### config.mk
export PLATFORM = sky130hd
export DESIGN_NAME = lsu_rmw
export DESIGN_NICKNAME = d
export VERILOG_FILES = /design/src/rtl/lsu_pkg.sv /design/src/rtl/lsu_lane_align.sv /design/src/rtl/lsu_rmw.sv
export SDC_FILE = /design/constraint.sdc
export NUM_CORES = 1
export LEC_CHECK = 0
export CELL_PAD_IN_SITES_DETAIL_PLACEMENT = 0
export CELL_PAD_IN_SITES_GLOBAL_PLACEMENT = 1
export CORE_MARGIN = 2
export CORE_UTILIZATION = 29
export DETAILED_ROUTE_END_ITERATION = 12
export GPL_TIMING_DRIVEN = 0
export PLACE_DENSITY_LB_ADDON = 0.3
export RECOVER_POWER = 25
export SYNTH_ARGS = -nofsm -noshare
export SYNTH_HDL_FRONTEND = slang
export SYNTH_HIERARCHICAL = 1
export SYNTH_SLANG_ARGS = --single-unit
export TNS_END_PERCENT = 20
### constraint.sdc
create_clock -name clk_i -period 3.1 [get_ports clk_i]
set_input_delay 0.31 -clock clk_i [delete_from_list [all_inputs] [get_ports clk_i]]
set_output_delay 0.31 -clock clk_i [all_outputs]
set_load 0.02 [all_outputs]
### src/rtl/lsu_pkg.sv
// rtl/lsu_pkg.sv - shared types and helpers for the read-modify-write load/store unit
//
// Purpose : access-size encoding, FSM state encoding and the lane-offset helper
//           used by lsu_rmw and lsu_lane_align.
// Ports   : none (package)

package lsu_pkg;

    typedef enum logic [1:0] {
        SIZE_BYTE = 2'b00,
        SIZE_HALF = 2'b01,
        SIZE_WORD = 2'b10,
        SIZE_ILL  = 2'b11
    } lsu_size_e;

    typedef enum logic [1:0] {
        IDLE  = 2'b00,
        READ  = 2'b01,
        WRITE = 2'b10,
        RESP  = 2'b11
    } lsu_state_e;

    // Byte offset actually used for the access: the low address bits that
    // would make the access misaligned are dropped.
    function automatic logic [1:0] eff_offset(lsu_size_e size, logic [1:0] addr_lo);
        case (size)
            SIZE_BYTE: return addr_lo;
            SIZE_HALF: return {addr_lo[1], 1'b0};
            default:   return 2'b00;
        endcase
    endfunction

endpackage

### src/rtl/lsu_lane_align.sv
// rtl/lsu_lane_align.sv - combinational lane extract/extend and store merge
//
// Purpose : picks the addressed byte/half out of a memory word and extends it,
//           and merges store data into the addressed lanes of a memory word.
// Ports   : word_i       memory word read back
//           size_i       access size
//           off_i        effective byte offset inside the word
//           unsigned_i   1 = zero-extend loads, 0 = sign-extend
//           wdata_i      right-aligned store data
//           load_data_o  extended load result
//           merge_data_o word_i with the addressed lanes replaced by wdata_i

module lsu_lane_align
    import lsu_pkg::*;
(
    input  logic [31:0] word_i,
    input  lsu_size_e   size_i,
    input  logic [1:0]  off_i,
    input  logic        unsigned_i,
    input  logic [31:0] wdata_i,
    output logic [31:0] load_data_o,
    output logic [31:0] merge_data_o
);

    logic [31:0] shifted;

    always_comb begin
        shifted = word_i >> {off_i, 3'b000};
        case (size_i)
            SIZE_BYTE: load_data_o = {{24{shifted[7] & ~unsigned_i}}, shifted[7:0]};
            SIZE_HALF: load_data_o = {{16{shifted[15] & ~unsigned_i}}, shifted[15:0]};
            default:   load_data_o = word_i;
        endcase
    end

    always_comb begin
        merge_data_o = word_i;
        case (size_i)
            SIZE_BYTE: merge_data_o[{off_i, 3'b000} +: 8] = wdata_i[7:0];
            SIZE_HALF: merge_data_o[{off_i[1], 4'b0000} +: 16] = wdata_i[15:0];
            SIZE_WORD: merge_data_o = wdata_i;
            default:   merge_data_o = word_i;
        endcase
    end

endmodule

### src/rtl/lsu_rmw.sv
// rtl/lsu_rmw.sv - load/store unit doing read-modify-write for sub-word stores
//
// Purpose : accepts one byte/half/word load or store at a time, performs it on a
//           single-ported word memory (read-modify-write for sub-word stores) and
//           returns one response per accepted request.
// Config  : define LSU_RMW_MISALIGN_TRAP_EN to reject misaligned half/word
//           accesses as errors; otherwise misaligned low address bits are ignored.
// Ports   : clk_i, rst_i                      clock, synchronous active-high reset
//           req_valid_i/req_ready_o           request handshake
//           req_we_i, req_size_i, req_unsigned_i, req_addr_i, req_wdata_i
//           rsp_valid_o/rsp_ready_i           response handshake
//           rsp_rdata_o, rsp_err_o            response payload
//           mem_wr_o, mem_waddr_o, mem_wdata_o, mem_raddr_o, mem_rdata_i  word memory

module lsu_rmw
    import lsu_pkg::*;
#(
    parameter int ADDR_WIDTH = 10,
    parameter int DATA_WIDTH = 32
) (
    input  logic                  clk_i,
    input  logic                  rst_i,
    input  logic                  req_valid_i,
    output logic                  req_ready_o,
    input  logic                  req_we_i,
    input  logic [1:0]            req_size_i,
    input  logic                  req_unsigned_i,
    input  logic [ADDR_WIDTH+1:0] req_addr_i,
    input  logic [DATA_WIDTH-1:0] req_wdata_i,
    output logic                  rsp_valid_o,
    input  logic                  rsp_ready_i,
    output logic [DATA_WIDTH-1:0] rsp_rdata_o,
    output logic                  rsp_err_o,
    output logic                  mem_wr_o,
    output logic [ADDR_WIDTH-1:0] mem_waddr_o,
    output logic [ADDR_WIDTH-1:0] mem_raddr_o,
    output logic [DATA_WIDTH-1:0] mem_wdata_o,
    input  logic [DATA_WIDTH-1:0] mem_rdata_i
);

    lsu_state_e            state_q;
    logic                  we_q;
    lsu_size_e             size_q;
    logic                  unsigned_q;
    logic [1:0]            off_q;
    logic [ADDR_WIDTH-1:0] addr_q;
    logic [DATA_WIDTH-1:0] wdata_q;
    logic                  rsp_valid_q;
    logic                  rsp_err_q;
    logic [DATA_WIDTH-1:0] rsp_rdata_q;
    logic                  mem_wr_q;
    logic [DATA_WIDTH-1:0] mem_wdata_q;

    lsu_size_e             size_d;
    logic [1:0]            off_d;
    logic                  misalign_d;
    logic                  err_d;
    logic                  handshake;
    logic [31:0]           load_data;
    logic [31:0]           merge_data;

    assign size_d = lsu_size_e'(req_size_i);
    assign off_d  = eff_offset(size_d, req_addr_i[1:0]);

`ifdef LSU_RMW_MISALIGN_TRAP_EN
    assign misalign_d = ((size_d == SIZE_HALF) && req_addr_i[0]) ||
                        ((size_d == SIZE_WORD) && (req_addr_i[1:0] != 2'b00));
`else
    assign misalign_d = 1'b0;
`endif

    assign err_d = (size_d == SIZE_ILL) || misalign_d;

    assign req_ready_o = (state_q == IDLE) && !rst_i;
    assign handshake   = req_valid_i && req_ready_o;

    lsu_lane_align u_lane_align (
        .word_i       (mem_rdata_i),
        .size_i       (size_q),
        .off_i        (off_q),
        .unsigned_i   (unsigned_q),
        .wdata_i      (wdata_q),
        .load_data_o  (load_data),
        .merge_data_o (merge_data)
    );

    always_ff @(posedge clk_i) begin
        if (rst_i) begin
            state_q     <= IDLE;
            we_q        <= 1'b0;
            size_q      <= SIZE_BYTE;
            unsigned_q  <= 1'b0;
            off_q       <= 2'b00;
            addr_q      <= '0;
            wdata_q     <= '0;
            rsp_valid_q <= 1'b0;
            rsp_err_q   <= 1'b0;
            rsp_rdata_q <= '0;
            mem_wr_q    <= 1'b0;
            mem_wdata_q <= '0;
        end else begin
            case (state_q)
                IDLE: begin
                    if (handshake) begin
                        we_q       <= req_we_i;
                        size_q     <= size_d;
                        unsigned_q <= req_unsigned_i;
                        off_q      <= off_d;
                        addr_q     <= req_addr_i[ADDR_WIDTH+1:2];
                        wdata_q    <= req_wdata_i;
                        if (err_d) begin
                            state_q     <= RESP;
                            rsp_valid_q <= 1'b1;
                            rsp_err_q   <= 1'b1;
                            rsp_rdata_q <= '0;
                        end else if (req_we_i && (size_d == SIZE_WORD)) begin
                            // Full-word store needs no read of the old word.
                            state_q     <= WRITE;
                            mem_wr_q    <= 1'b1;
                            mem_wdata_q <= req_wdata_i;
                        end else begin
                            state_q <= READ;
                        end
                    end
                end
                READ: begin
                    if (we_q) begin
                        state_q     <= WRITE;
                        mem_wr_q    <= 1'b1;
                        mem_wdata_q <= merge_data;
                    end else begin
                        state_q     <= RESP;
                        rsp_valid_q <= 1'b1;
                        rsp_err_q   <= 1'b0;
                        rsp_rdata_q <= load_data;
                    end
                end
                WRITE: begin
                    state_q     <= RESP;
                    mem_wr_q    <= 1'b0;
                    rsp_valid_q <= 1'b1;
                    rsp_err_q   <= 1'b0;
                    rsp_rdata_q <= '0;
                end
                RESP: begin
                    if (rsp_ready_i) begin
                        state_q     <= IDLE;
                        rsp_valid_q <= 1'b0;
                        rsp_err_q   <= 1'b0;
                        rsp_rdata_q <= '0;
                    end
                end
                default: state_q <= IDLE;
            endcase
        end
    end

    // Reset masks the registered outputs in the same cycle so an in-flight
    // write or response is never seen once reset is asserted.
    assign rsp_valid_o = rsp_valid_q && !rst_i;
    assign rsp_err_o   = rsp_err_q && !rst_i;
    assign rsp_rdata_o = rst_i ? '0 : rsp_rdata_q;
    assign mem_wr_o    = mem_wr_q && !rst_i;
    assign mem_waddr_o = rst_i ? '0 : addr_q;
    assign mem_raddr_o = rst_i ? '0 : addr_q;
    assign mem_wdata_o = mem_wdata_q;

endmodule

**Word-level counts from Yosys, hierarchy flattened**

Index checks and enable logic that the tools add are counted.

- Flip-flop bits (word level): 117
- Input port bits: 84
- Output and inout bits: 88
- Word-level logic and storage cells: 89

- Add/subtract/negate cells: 2
- Eq/ne operators: 15
- Shifts and indexed selects: 5
- Multiplexer cells: 35
- Bitwise gates (word level): 3
- Reductions and logical operators: 17

Operators by type and width:

| kind | number |
|---|---|
| $mux 32 | 9 |
| $pmux 32 s2 | 2 |
| $pmux 32 s4 | 1 |
| $pmux 32 s3 | 1 |
| $bwmux 32 | 2 |
| $shift 16x7->32 const A | 1 |
| $shift 8x7->32 const A | 1 |
| $shiftx 16x7->32 | 1 |
| $shiftx 8x7->32 | 1 |
| $shr 32x5->16 | 1 |
| $neg 5->7 | 2 |
| $ne 2x2->1 const B | 6 |
| $eq 2x2->1 const B | 5 |
| $mux 1 | 10 |
| $mux 10 | 1 |
| $reduce_and 5->1 | 2 |
| $mux 2 | 4 |
| $pmux 1 s4 | 2 |
| $pmux 2 s4 | 1 |
| $eq 2x1->1 const B | 3 |
| $logic_and 1x1->1 | 6 |
| $logic_not 2->1 | 3 |
| $pmux 2 s2 | 1 |
| $reduce_and 2->1 | 2 |
| other kinds (8) | 9 |

**Logic depth before layout (Yosys ltp)**

- Word-level depth: 6
- Depth in mapped cells: 11
- Mapped depth without buffers: 8

**Cells and area by module**

Netlist, hierarchy kept.

Modules (own cells, without submodules):

| module | instances | cells an instance | area an instance (um2) | seq. area each (um2) |
|---|---|---|---|---|
| lsu_rmw | 1 | 577 | 5202.5 | 2342.2 |
| lsu_lane_align | 1 | 308 | 2114.5 | 0.0 |

**Least setup slack after synthesis**

OpenSTA, ideal clock, no wires.

- Kind: register to register
- From: reg off_q[1]
- To: reg mem_wdata_q[22], in the netlist mem_wdata_o[22]
- Data arrival time: 2.414 ns
- Required time: 3.014 ns
- Path slack: 0.600 ns
- Cell stages (with the launch flop): 12
- Buffers on the path: 3
- Period minus slack after synthesis: 2.500 ns
- Path through: dfxtp_1 > clkbuf_1 > inv_1 > clkbuf_1 > ha_1 > nor2_1 > and4_1 > clkbuf_1 > a21oi_1 > o311ai_0 > mux2i_1 > a211oi_1

- Longest elaborated chain between the ends: 6

RTL lines:

| what | line | RTL |
|---|---|---|
| start: declaration | lsu_rmw.sv:45 | `logic [1:0] off_q;` |
| start signal: assignment | lsu_rmw.sv:93 | `off_q <= 2'b00;` |
| start signal: assignment | lsu_rmw.sv:108 | `off_q <= off_d;` |
| $neg 5->7, on equally long branches | lsu_lane_align.sv:40, lsu_lane_align.sv:39 |  |
| $shiftx 16x7->32, or another cell as far along | lsu_lane_align.sv:40 | `SIZE_HALF: merge_data_o[{off_i[1], 4'b0000} +: 16] = wdata_i[15:0];` |
| $bwmux 32, on equally long branches | lsu_lane_align.sv:40, lsu_lane_align.sv:39 |  |
| $pmux 32 s3 * | lsu_lane_align.sv:38 | `case (size_i)` |
| via merge_data[22] | lsu_rmw.sv:60 | `logic [31:0] merge_data;` |
| $mux 32 * | lsu_rmw.sv:127 | `if (we_q) begin` |
| $pmux 32 s2 * | lsu_rmw.sv:102 | `case (state_q)` |
| end signal: assignment | lsu_rmw.sv:120 | `mem_wdata_q <= req_wdata_i;` |
| end signal: assignment | lsu_rmw.sv:130 | `mem_wdata_q <= merge_data;` |
| end: declaration | lsu_rmw.sv:52 | `logic [DATA_WIDTH-1:0] mem_wdata_q;` |

The timed path passes the listed nets; every way through them passes the cells marked *. The select of a mux whose other input is x is not followed.
A chain may end at the register's enable or synchronous reset.

**Final worst setup path**

- From: reg off_q[1]
- To: reg mem_wdata_q[14], in the netlist mem_wdata_o[14]

Same word-level chain as after synthesis.

==> flow_metrics.tcl <==
set metrics [dict create \
    place.gp.congestion 0.952 \
    grt-ovfl-total 0 \
    clockBufferDepth 2 \
    floorplan.initialDensity 0.293 \
    routed-via-count 7319 \
    layout_cells_excl_fill 1415 \
    areaGrowthSynthToFinish_pct 37.4 \
    diodes 0 \
    leading_cell_types_in_the_layout_fill_and_taps_excluded "146 x nand2_1, 122 x clkdlybuf4s50_1, 117 x dfxtp_1" \
    chipHeight_um 163 \
    vias_per_cell 5.17 \
    worst-path-buf-inv 3 \
    critical_path.endpoint_type "flop" \
    area_leader_netlist "dfxtp_1" \
    rsz_0062_raised_after_global_routing "no" \
    worst_slew_pin_slew_ps 820 \
    critPathKind "flop to flop" \
    synthCells 885 \
    globalRouteTotalUtil 0.214 \
    core_area_sq_um 25000 \
    ys_warn_count 6 \
    num_rows 58 \
    area.sequential_sq_um 2340 \
    cts.repair_timing.setup_buffer_count 0 \
    cts_tree "done" \
    ctsHtreeMaxLevel 4 \
    floorplan.die.width_um 163 \
    leading_cell_type_in_the_layout_fill_and_taps_excluded "nand2_1" \
    clock_latency_reported_for_the_late_side_of_the_worst_skew_pair_ps 430 \
    final_layout_size_suffix_gt1_frac 0.123 \
    syn-mean-instance-area_sq_um 8.27 \
    synthTopCellsByArea "dfxtp_1 32%, nand2_1 7.5%, nor2b_1 6.0%" \
    min_period_over_period 0.944 \
    first_iter_violations 482 \
    drtPass1Iterations 5 \
    boundaryPins 172 \
    tritoncts_num_sinks 117 \
    first_pass_grt_wire_length_mm 42.4 \
    synth_flop_cell "dfxtp_1" \
    timing.slew.headroom 0.453 \
    n_fill_cell 2599 \
    timing.critical_path.from_type "flop" \
    report.final.slew_viol_count 0 \
    timing.final.setup_violations 0 \
    max_cap_violations 0 \
    worstPathMaxFanout 12 \
    drc 0 \
    synth.lib_cells_used.distinct 50 \
    layout_nets 1167 \
    grt_antenna_before_repair 0 \
    synth.net_count 980 \
    yosysSeqAreaShare 0.320 \
    arrival_ps 3270 \
    path_clk_slew_ps 60 \
    critical-path-top-cell-by-count "clkbuf_2" \
    synth-edff-count 0 \
    io_buffer_count 170 \
    die_area_sq_um 26500 \
    power_density_nw_per_um2 832 \
    vias_in_the_first_global_route 6896 \
    synthDominantCellAreaShare 0.320 \
    syn_area_sq_um 7320 \
    grt_start_max_net_pins 17 \
    dpl.hpwl_mm 22.2 \
    ir_worst_vdd_uv 317 \
    clock.fmax_mhz 342 \
    holdBufCountCts 0 \
    critical_path.max_stage_delay_ps 440 \
    worst-endpoint-required_ps 3440 \
    timing.critical_path.max_delay_family "compound AO/OA/AOI/OAI gates" \
    post-route-util 0.403 \
    holdCritPathClass "input port to flop" \
    timing.critical_path.cells "clkbuf_2 > inv_1 > clkbuf_2 > ha_1 > nor2_1 > and4_1 > a221oi_1 > o31ai_1 > mux2i_1 > a211oi_1" \
    report.final.hold_viol_count 0 \
    numCtsBuffers 17 \
    final_antenna_net_count 0 \
    critical-path-slowest-cell "o31ai_1" \
    cts.root.buffer_cell "clkbuf_16" \
    count_of_state_elements_after_synthesis 117 \
    postRouteWirelength_mm 29.0 \
    multiInputGateArea_sq_um 4440 \
    synth-async-reset-ratio 0 \
    worst_clock_skew_ps 8.51 \
    place_inst 1385 \
    status "finished clean" \
    finalWorstPathRequiredPeriod_ps 2930 \
    wl_per_cell_um 20.5 \
    total_leakage_power_uw 0.00402 \
]
-- Yosys cell counts, types with 15 or more instances --
library cell / count
mux2_2: 38
nor2b_1: 70
buf_4: 15
a22oi_1: 39
mux2i_1: 41
buf_2: 16
a21oi_1: 78
nand2b_1: 23
clkbuf_1: 47
dfxtp_1: 117
nand3_1: 19
a211oi_1: 32
nand2_1: 146
nand3b_1: 39
-- where the power goes --
group / internal, uW / switching, uW
registers: 1990 / 305
clock network: 1340 / 769
logic: 1710 / 2260
-- cells by family after synthesis --
| group | synth area share |
|---|---|
| buffers and inverters | 0.0746 |
| AO/OA/AOI/OAI | 0.221 |
| flip-flops | 0.320 |
| multiplexers | 0.124 |
| adder cells (fa/ha/maj) | 0.0188 |
| AND/OR/NAND/NOR | 0.242 |
-- timing repair --
action / in CTS / in global routing
setup endpoints to repair: 24 / 14
pin swaps: 0 / 0
resized for setup: 4 / 6
-- layout make-up --
| class | count | area share |
|---|---|---|
| clock inverters | 14 | 0.0183 |
| flip-flops and latches | 117 | 0.233 |
| multi-input cells | 664 | 0.442 |
| inverters | 11 | 0.00411 |
| repair buffers | 170 | 0.169 |
| plain buffers | 91 | 0.0497 |
| well taps | 330 | 0.0411 |
| clock buffers | 18 | 0.0427 |
-- stage by stage --
stage | total power [uW] | setup slack, ps | area (sq um) | hold slack (ps) | TNS [ps]
2_1_floorplan | 4830 | 600 | 7320 | 409 | 0
3_3_place_gp | 6330 | -425 | 9430 | 462 | -3610
3_5_place_dp | 6360 | -427 | 9430 | 462 | -2820
4_1_cts | 8500 | 51.0 | 10000 | 224 | 0
5_1_grt | 8820 | 15.0 | 10100 | 245 | 0
6_report | 8370 | 174 | 10100 | 241 | 0
-- sequential cells by signal (all words and copies together) (netlist names) --
signal and count:
rsp_valid_q 1, unsigned_q 1, addr_q 10, rsp_rdata_q 32
off_q 2, we_q 1, size_q 2, wdata_q 32
state_q 2, mem_wr_q 1, rsp_err_q 1, mem_wdata_o 32
-- tightest hold or removal path: stages --
cell      delay, ps
buf_6           130
nor2b_1          70
nand2b_1         70
nand2_1          40
-- final timing paths --
| path | start | end | slack, ps | depth (start not counted) |
|---|---|---|---|---|
| max | off_q[1]$_SDFFE_PP0P_ | mem_wdata_o[14]$_SDFFE_PP0P_ | 170 | 10 |
| min | rst_i | rsp_rdata_q[1]$_SDFFE_PP0P_ | 240 | 4 |
| max reg2reg | off_q[1]$_SDFFE_PP0P_ | mem_wdata_o[14]$_SDFFE_PP0P_ | 170 | 10 |
| min reg2reg | size_q[1]$_SDFFE_PP0P_ | size_q[1]$_SDFFE_PP0P_ | 470 | 2 |
-- metal layers --
metal / global-route usage / up-vias / routed length (um)
li1: - / 3531 / -
met1: 0.302 / 3494 / 13700
met2: 0.331 / 257 / 13000
met3: 0.0402 / 37 / 1800
met4: 0.0599 / 0 / 463
met5: 0 / - / 0
Power figures use the tool's default switching activity.
